### src/rtl/instruction_fetch_queue.sv
// -----------------------------------------------------------------------------
// instruction_fetch_queue
//   Fetch stage in front of the instruction decoder. It issues sequential word
//   fetches over a req/gnt + rvalid memory interface, buffers the returned words
//   together with their PC in a small FIFO, and hands one instruction per cycle
//   to the decoder over valid/ready.
//
//   A redirect flushes the FIFO and restarts fetch at the new PC. Responses
//   that are still in flight at that moment are counted in a discard counter
//   and dropped when they come back, so stale words never reach the decoder.
//
//   Credit rule: the number of FIFO entries plus the number of in-flight
//   requests never exceeds DEPTH. A kept response therefore always finds a free
//   slot, and the FIFO needs no overflow handling.
//
//   Optional feature: define IFQ_PERF_COUNTERS_EN to add the perf_fetched and
//   perf_stall counter outputs.
// -----------------------------------------------------------------------------
module instruction_fetch_queue #(
  parameter int          DEPTH    = 4,
  parameter logic [31:0] RESET_PC = 32'h0000_0000
) (
  input  logic        clk,
  input  logic        rst_n,
  output logic        imem_req,
  output logic [31:0] imem_addr,
  input  logic        imem_gnt,
  input  logic        imem_rvalid,
  input  logic [31:0] imem_rdata,
  input  logic        redirect_valid,
  input  logic [31:0] redirect_pc,
  output logic        instr_valid,
  input  logic        instr_ready,
  output logic [31:0] instruction,
  output logic [31:0] instr_pc
`ifdef IFQ_PERF_COUNTERS_EN
  ,
  output logic [31:0] perf_fetched,
  output logic [31:0] perf_stall
`endif
);

  // Pointer width, occupancy width (0..DEPTH), and credit-sum width (0..2*DEPTH).
  localparam int PW = (DEPTH > 1) ? $clog2(DEPTH) : 1;
  localparam int CW = PW + 1;
  localparam int SW = PW + 2;

  // Architectural state.
  logic [31:0]   r_pc;
  logic [31:0]   r_resp_pc;
  logic [CW-1:0] r_count;
  logic [CW-1:0] r_outstanding;
  logic [CW-1:0] r_discard;
  logic          r_started;
  logic [PW-1:0] r_wr_ptr;
  logic [PW-1:0] r_rd_ptr;
  logic [31:0]   r_mem_data [DEPTH];
  logic [31:0]   r_mem_pc   [DEPTH];

  // Per-cycle events.
  logic [SW-1:0] w_credit_sum;
  logic          w_credit_ok;
  logic          w_req;
  logic          w_issue;
  logic          w_resp;
  logic          w_drop;
  logic          w_push;
  logic          w_valid;
  logic          w_pop;

  // Decode the events of this cycle: issue, response retire and drop, push, pop.
  always_comb begin
    w_credit_sum = SW'(r_count) + SW'(r_outstanding);
    w_credit_ok  = (w_credit_sum < SW'(DEPTH));
    w_req        = r_started & ~redirect_valid & w_credit_ok;
    w_issue      = w_req & imem_gnt;
    // A response with nothing in flight is illegal and is ignored.
    w_resp       = imem_rvalid & (r_outstanding != {CW{1'b0}});
    w_drop       = w_resp & (r_discard != {CW{1'b0}});
    // A response arriving in the same cycle as a redirect is stale as well.
    w_push       = w_resp & ~w_drop & ~redirect_valid;
    w_valid      = (r_count != {CW{1'b0}}) & ~redirect_valid;
    w_pop        = w_valid & instr_ready;
  end

  assign imem_req    = w_req;
  assign imem_addr   = r_pc;
  assign instr_valid = w_valid;
  assign instruction = r_mem_data[r_rd_ptr];
  assign instr_pc    = r_mem_pc[r_rd_ptr];

  // Fetch start flag: fetching begins on the first edge after reset release.
  always_ff @(posedge clk or negedge rst_n) begin
    if (!rst_n) begin
      r_started <= 1'b0;
    end else begin
      r_started <= 1'b1;
    end
  end

  // Issue and response PCs: step by one word, or jump to the redirect target.
  always_ff @(posedge clk or negedge rst_n) begin
    if (!rst_n) begin
      r_pc      <= RESET_PC;
      r_resp_pc <= RESET_PC;
    end else if (redirect_valid) begin
      r_pc      <= redirect_pc;
      r_resp_pc <= redirect_pc;
    end else begin
      if (w_issue) begin
        r_pc <= r_pc + 32'd4;
      end else begin
        r_pc <= r_pc;
      end
      if (w_push) begin
        r_resp_pc <= r_resp_pc + 32'd4;
      end else begin
        r_resp_pc <= r_resp_pc;
      end
    end
  end

  // In-flight request tracking: one up per grant, one down per retired response.
  always_ff @(posedge clk or negedge rst_n) begin
    if (!rst_n) begin
      r_outstanding <= {CW{1'b0}};
    end else begin
      case ({w_issue, w_resp})
        2'b10:   r_outstanding <= r_outstanding + {{(CW-1){1'b0}}, 1'b1};
        2'b01:   r_outstanding <= r_outstanding - {{(CW-1){1'b0}}, 1'b1};
        default: r_outstanding <= r_outstanding;
      endcase
    end
  end

  // Stale-response counter: a redirect marks everything still in flight as stale.
  always_ff @(posedge clk or negedge rst_n) begin
    if (!rst_n) begin
      r_discard <= {CW{1'b0}};
    end else if (redirect_valid) begin
      if (w_resp) begin
        r_discard <= r_outstanding - {{(CW-1){1'b0}}, 1'b1};
      end else begin
        r_discard <= r_outstanding;
      end
    end else if (w_drop) begin
      r_discard <= r_discard - {{(CW-1){1'b0}}, 1'b1};
    end else begin
      r_discard <= r_discard;
    end
  end

  // FIFO occupancy and pointers; a redirect empties the queue.
  always_ff @(posedge clk or negedge rst_n) begin
    if (!rst_n) begin
      r_count  <= {CW{1'b0}};
      r_wr_ptr <= {PW{1'b0}};
      r_rd_ptr <= {PW{1'b0}};
    end else if (redirect_valid) begin
      r_count  <= {CW{1'b0}};
      r_wr_ptr <= {PW{1'b0}};
      r_rd_ptr <= {PW{1'b0}};
    end else begin
      case ({w_push, w_pop})
        2'b10:   r_count <= r_count + {{(CW-1){1'b0}}, 1'b1};
        2'b01:   r_count <= r_count - {{(CW-1){1'b0}}, 1'b1};
        default: r_count <= r_count;
      endcase
      if (w_push) begin
        r_wr_ptr <= r_wr_ptr + {{(PW-1){1'b0}}, 1'b1};
      end else begin
        r_wr_ptr <= r_wr_ptr;
      end
      if (w_pop) begin
        r_rd_ptr <= r_rd_ptr + {{(PW-1){1'b0}}, 1'b1};
      end else begin
        r_rd_ptr <= r_rd_ptr;
      end
    end
  end

  // FIFO storage: the kept response word and its PC, written at the tail.
  always_ff @(posedge clk or negedge rst_n) begin
    if (!rst_n) begin
      for (int i = 0; i < DEPTH; i++) begin
        r_mem_data[i] <= 32'h0000_0000;
        r_mem_pc[i]   <= 32'h0000_0000;
      end
    end else if (w_push) begin
      r_mem_data[r_wr_ptr] <= imem_rdata;
      r_mem_pc[r_wr_ptr]   <= r_resp_pc;
    end else begin
      r_mem_data[r_wr_ptr] <= r_mem_data[r_wr_ptr];
      r_mem_pc[r_wr_ptr]   <= r_mem_pc[r_wr_ptr];
    end
  end

`ifdef IFQ_PERF_COUNTERS_EN
  logic [31:0] r_perf_fetched;
  logic [31:0] r_perf_stall;

  // Performance counters: words pushed, and cycles the decoder waited on an empty queue.
  always_ff @(posedge clk or negedge rst_n) begin
    if (!rst_n) begin
      r_perf_fetched <= 32'h0000_0000;
      r_perf_stall   <= 32'h0000_0000;
    end else begin
      if (w_push) begin
        r_perf_fetched <= r_perf_fetched + 32'd1;
      end else begin
        r_perf_fetched <= r_perf_fetched;
      end
      if (instr_ready & ~w_valid & r_started) begin
        r_perf_stall <= r_perf_stall + 32'd1;
      end else begin
        r_perf_stall <= r_perf_stall;
      end
    end
  end

  assign perf_fetched = r_perf_fetched;
  assign perf_stall   = r_perf_stall;
`endif

endmodule

### config.mk
export PLATFORM = sky130hd
export DESIGN_NAME = instruction_fetch_queue
export DESIGN_NICKNAME = d
export VERILOG_FILES = /design/src/rtl/instruction_fetch_queue.sv
export SDC_FILE = /design/constraint.sdc
export NUM_CORES = 1
export LEC_CHECK = 0
export CAP_MARGIN = 20
export CORE_MARGIN = 2
export CORE_UTILIZATION = 60
export DETAILED_ROUTE_END_ITERATION = 8
export DONT_BUFFER_PORTS = 1
export PLACE_DENSITY = 0.84
export REMOVE_ABC_BUFFERS = 1
export SLEW_MARGIN = 20
export SYNTH_ARGS = -nofsm -noshare
export SYNTH_HDL_FRONTEND = slang
export SYNTH_SLANG_ARGS = --single-unit
export TNS_END_PERCENT = 50
### constraint.sdc
create_clock -name clk -period 6.08 [get_ports clk]
set_input_delay 0.304 -clock clk [delete_from_list [all_inputs] [get_ports clk]]
set_output_delay 0.304 -clock clk [all_outputs]
set_load 0.03 [all_outputs]
* After elaboration in Yosys (flattened, before gate mapping)
Index checks and enable logic that the tools add are counted.
** Storage, ports and cells
- Output and inout port bits :: 98
- Flip-flop bits (word level) :: 334
- Word-level logic and storage cells :: 91
** Operators by class
- Order comparisons :: 4
- Reductions and logical operators :: 10
- Add/sub/neg operators :: 10
- Mux-type cells :: 34
- Bitwise logic cells :: 13
- Equality and inequality tests :: 4
** Operator list (count)
- 128-bit bitwise mux :: 4
- 32-bit two-way mux :: 13
- 32-bit binary-select mux with 2-bit select :: 4
- 128-bit two-way mux :: 2
- 32-bit by 3-bit adder with 32-bit output, second input constant :: 2
- 32-bit demux with 2-bit select :: 1
- 3-bit two-way mux :: 4
- 3-bit case mux with 2 select lines :: 2
- 3-bit nonzero test :: 4
- 2-bit nonzero test :: 5
- 1-bit AND :: 9
- 3-bit by 1-bit subtractor with 3-bit output, second input constant :: 3
- 2-bit two-way mux :: 4
- 3-bit by 1-bit adder with 3-bit output, second input constant :: 2
- 3-bit greater-or-equal comparator, second input constant :: 2
- 2-bit NOT with 3-bit output :: 2
- 2-bit by 1-bit adder with 2-bit output, second input constant :: 2
- 3-bit by 3-bit adder with 4-bit output :: 1
- 2-bit by 1-bit == test with 1-bit output, second input constant :: 2
- 2-bit == test, second input constant :: 2
- 4-bit by 3-bit < comparator with 1-bit output, second input constant :: 1
- 3-bit by 1-bit < comparator with 1-bit output, second input constant :: 1
- 1-bit NOT :: 2
- 1-bit logical AND :: 1

* Depth between registers and ports, before layout
- Word-level depth :: 9
- Gate-level depth with buffers :: 11
- Depth with buffers taken out :: 10

* Worst setup path after synthesis
OpenSTA, ideal clock, no wires.
- Kind :: register to register
- From :: register r_outstanding[0]
- To :: register r_count[2]
- Path slack :: 3.681 ns
- Data arrival time :: 2.268 ns
- Stages on the path, launching flop included :: 12
- Period minus slack after synthesis :: 2.399 ns
- Cell sequence :: dfrtp_1 -> inv_1 -> ha_1 -> ha_1 -> nand4bb_1 -> buf_4 -> and2_1 -> fa_1 -> nand2b_1 -> mux2i_1 -> xnor2_1 -> nor2_1
** Between the ends
- Cells in the longest elaborated chain, start to end :: 9
- Elaborated cells on any way between the ends :: 11
- Those cells by class :: 2 x eq/ne; 2 x mux; 5 x bitwise; 2 x reduce/logical
** RTL lines
- from (decl) :: RTL line 52 : logic [CW-1:0] r_outstanding;
- from (signal assigned) :: RTL line 126 : r_outstanding <= {CW{1'b0}};
- from (signal assigned) :: RTL line 129 : 2'b10: r_outstanding <= r_outstanding + {{(CW-1){1'b0}}, 1'b1};
- from (signal assigned) :: RTL line 130 : 2'b01: r_outstanding <= r_outstanding - {{(CW-1){1'b0}}, 1'b1};
- 3-bit nonzero test (*) :: RTL line 78 : w_resp = imem_rvalid & (r_outstanding != {CW{1'b0}});
- 1-bit AND (*) :: RTL line 78
- 1-bit AND :: RTL line 79 : w_drop = w_resp & (r_discard != {CW{1'b0}});
- 1-bit NOT :: RTL line 81 : w_push = w_resp & ~w_drop & ~redirect_valid;
- 1-bit AND (*) (2 in series) :: RTL line 81
- 2-bit by 1-bit == test with 1-bit output / 2-bit == test (equally long branches) :: RTL line 164 : case ({w_push, w_pop})
- 3-bit case mux with 2 select lines :: RTL line 164
- 3-bit two-way mux :: RTL line 159 : end else if (redirect_valid) begin
- to (signal assigned) :: RTL line 160 : r_count <= {CW{1'b0}};
- to (signal assigned) :: RTL line 165 : 2'b10: r_count <= r_count + {{(CW-1){1'b0}}, 1'b1};
- to (signal assigned) :: RTL line 166 : 2'b01: r_count <= r_count - {{(CW-1){1'b0}}, 1'b1};
- to (decl) :: RTL line 51 : logic [CW-1:0] r_count;
Every way passes the cells marked *; elsewhere a longest branch is shown, timed or not.
A chain may end at the register's enable or synchronous reset.

* Worst setup path after layout
- From :: register r_outstanding[0]
- To :: register r_mem_pc[104] (netlist name)
** Between the ends
- Cells in the longest elaborated chain, start to end :: 7
** RTL lines
- 3-bit nonzero test (*) :: RTL line 78
- 1-bit AND (*) :: RTL line 78
- 1-bit AND :: RTL line 79
- 1-bit NOT :: RTL line 81
- 1-bit AND (*) (2 in series) :: RTL line 81
- 128-bit two-way mux (*) :: RTL line 189 : end else if (w_push) begin
- to (signal, indexed assignment) :: RTL line 191 : r_mem_pc[r_wr_ptr] <= r_resp_pc;
- to (signal, indexed assignment) :: RTL line 194 : r_mem_pc[r_wr_ptr] <= r_mem_pc[r_wr_ptr];
- to (decl) :: RTL line 58 : logic [31:0] r_mem_pc [DEPTH];
Marks and branches as above.

==> impl_metrics.tcl <==
set metrics [dict create \
    met1_usage_pct 40.0 \
    rows 61 \
    drive_above_1_share_pct 15.3 \
    firstDrtPassIters 5 \
    synth_top_family_by_area "multiplexers" \
    finalHoldViolations 334 \
    vias_per_cell 6.59 \
    setup_violations 0 \
    crit_fanout 25 \
    pre_cts_slack_ns 2.34 \
    ys_warn_count 0 \
    grt-ovfl-total 0 \
    clk_pin_slew_worst_paths_ns 0.06 \
    io_buffers 0 \
    htree_num_levels 2 \
    die_x_um 172 \
    netlist_instances 1523 \
    start_util_pct 61.1 \
    final_net_count 1566 \
    seq_area_frac_synth_pct 49.1 \
    clk_latency_ns 0.52 \
    power_density_nw_per_um2 406 \
    grt_max_degree 335 \
    post-dp-hpwl_um 25600 \
    crit_type "flop to flop" \
    dpl-instance-area_um2 17100 \
    setup_tns_ns 0 \
    design.die.area_um2 29700 \
    num_vias 12466 \
    globalRouteMet3Util_pct 7.58 \
    yosys.area_share.simple_pct 12.0 \
    drtIter0Drc 1037 \
    synth.avg_cell_area_um2 11.2 \
    synth-edff-count 0 \
    violations "negative hold slack" \
    synth_xor_area_share_pct 2.21 \
    top_usage_layer "met2" \
    critPathLaunchType "flop" \
    cp.required_ns 6.42 \
    gp_congestion 0.818 \
    path_common_cell "ha_1" \
    layout_setup_ws_ns 2.32 \
    finClkSkew_ns 0.0161 \
    synthTopCellsByArea "dfrtp_1 49%, mux4_2 17%, a21oi_1 8.0%, nor2_1 6.2%, mux2i_1 3.9%" \
    critPathSlowestCell "nor2_8" \
    fin_area_um2 18600 \
    rsz0062_at_grt "false" \
    crit_chain "inv_1, ha_1, ha_1, nand4bb_1, nor2_8, buf_4, mux2i_1, a21oi_1" \
    period_needed_ns 3.76 \
    synth_compound_area_share_pct 10.8 \
    synth_cell_types 58 \
    fill_cells 1988 \
    routed_wl_um 43200 \
    r2r_slack_ns 2.32 \
    synth_largest_area_cell "dfrtp_1" \
    core_area_um2 27900 \
    synth-seq-cells 334 \
    antenna_found_initial 5 \
    status "complete, but fails checks" \
    cts_tree "built" \
    synth_top_cell_area_share_pct 49.1 \
    muxShareOfSynthArea_pct 21.4 \
    wl_per_cell_um 22.8 \
    drc 0 \
    ant_nets 0 \
    cts_resized 0 \
    cp.arrival_ns 4.10 \
    critPathCaptureType "flop" \
    grt_pass1_vias 12605 \
    io_pins 168 \
    met2_usage_pct 47.0 \
    hold-worst-slack_ns -0.521 \
    ys.flop_type "dfrtp_1" \
    cts_buffers 37 \
    clock_sinks 334 \
    fp.dieH_um 172 \
    synth_common_cells "334 x dfrtp_1, 279 x nor2_1, 271 x a21oi_1" \
    area_growth_pct 9.16 \
    ir_drop_mv 0.314 \
    synthAdderAreaFrac_pct 1.15 \
    hold_buffers 18 \
    grt_pass1_wl_um 68000 \
    slew_headroom_pct 22.2 \
    hold_path_class "input port to asynchronous set/reset pin" \
    period_share_pct 61.8 \
    worst_pin_slew_ns 1.17 \
    clock.fmax_mhz 266 \
    cts.path.max_buffers 3 \
    grt.total_usage_pct 29.6 \
    cap_violations 0 \
    power_leakage_nw 6.40 \
    synth_area_um2 17000 \
    post-cts-setup-buffers 0 \
    slowest_delay_ns 0.78 \
    ys_async_sr_fraction_pct 100 \
    maxSlewViolCount 0 \
    cts-root-buf "clkbuf_16" \
    synth.most_common_cell "dfrtp_1" \
]
-- report_power, final --
| part | total [mW] | switching, mW | internal (mW) |
|---|---|---|---|
| Combinational | 2.12 | 1.26 | 0.860 |
| Clock | 2.23 | 0.894 | 1.33 |
| Sequential | 3.20 | 0.506 | 2.69 |
| Total | 7.54 | 2.66 | 4.88 |
-- through the flow --
stage | hold WS, ns | cells | util [%] | power [mW]
finish | -0.521 | 1891 | 66.7 | 7.54
global route | -0.534 | 1891 | 66.7 | 7.91
CTS | -0.533 | 1885 | 66.6 | 7.57
detailed placement | 0.0174 | 1801 | 61.5 | 5.30
global placement | 0.0178 | 1801 | 61.5 | 5.18
floorplan | 0.00841 | 1413 | - | 4.83
-- layout make-up --
| type | count | area, um^2 | area share (%) |
|---|---|---|---|
| Inverter | 18 | 67.6 | 0.364 |
| Clock inverter | 11 | 118 | 0.633 |
| Multi-Input combinational cell | 1061 | 8160 | 43.9 |
| Tap cell | 378 | 473 | 2.55 |
| Clock buffer | 55 | 1090 | 5.89 |
| Sequential cell | 334 | 8370 | 45.1 |
| Antenna cell | 5 | 12.5 | 0.0673 |
| Timing Repair Buffer | 29 | 285 | 1.54 |
-- registers in the layout (all words and copies together), names as in the netlist --
register	flops
imem_addr	32
r_count	3
r_discard	3
r_mem_data	128
r_mem_pc	128
r_outstanding	3
r_rd_ptr	2
r_resp_pc	32
r_started	1
r_wr_ptr	2
-- layout by cell type, fill, tap and decap left out, drive strengths merged, types with 23 or more instances in the layout --
cell,count
dfrtp,334
nor2,280
a21oi,271
mux4,128
mux2i,67
nand2,61
clkbuf,55
o21ai,36
nand3,31
nand4,25
xor2,23
-- final timing paths --
kind	start	endpoint	cells after the start
min reg2reg	r_resp_pc[0]$_DFFE_PN0P_	r_resp_pc[0]$_DFFE_PN0P_	2
min	rst_n	r_mem_data[23]$_DFFE_PN0P_	0
max	r_outstanding[0]$_DFFE_PN0P_	r_mem_pc[104]$_DFFE_PN0P_	8
max reg2reg	r_outstanding[0]$_DFFE_PN0P_	r_mem_pc[104]$_DFFE_PN0P_	8
max in group asynchronous	rst_n	r_rd_ptr[1]$_DFFE_PN0P_	0
min in group clk	redirect_pc[10]	imem_addr[10]$_DFFE_PN0P_	2
-- cells by family after synthesis --
| kind of cell | Yosys count |
|---|---|
| and+or+nand+nor | 453 |
| AOI/OAI and AO/OA | 346 |
| DFF | 334 |
| muxes | 203 |
| buffers and inverters | 128 |
| xor gates and xnor gates | 43 |
| adders and majority gates | 15 |
| other | 1 |
-- per-layer routing --
metal,part of all wire [%],routed length [um]
met5,0,0
met2,48,20800
met3,9.4,4050
met1,39,16900
met4,3.3,1440
-- worst max-delay path: cells and delay by family, from the launching register on --
family | cells | cell delay (ns)
simple gates | 2 | 1.47
fa+ha+maj | 2 | 0.41
flops | 1 | 0.43
buf+inv | 2 | 0.69
mux | 1 | 0.43
compound gates | 1 | 0.13
Power figures use the tool's default switching activity.
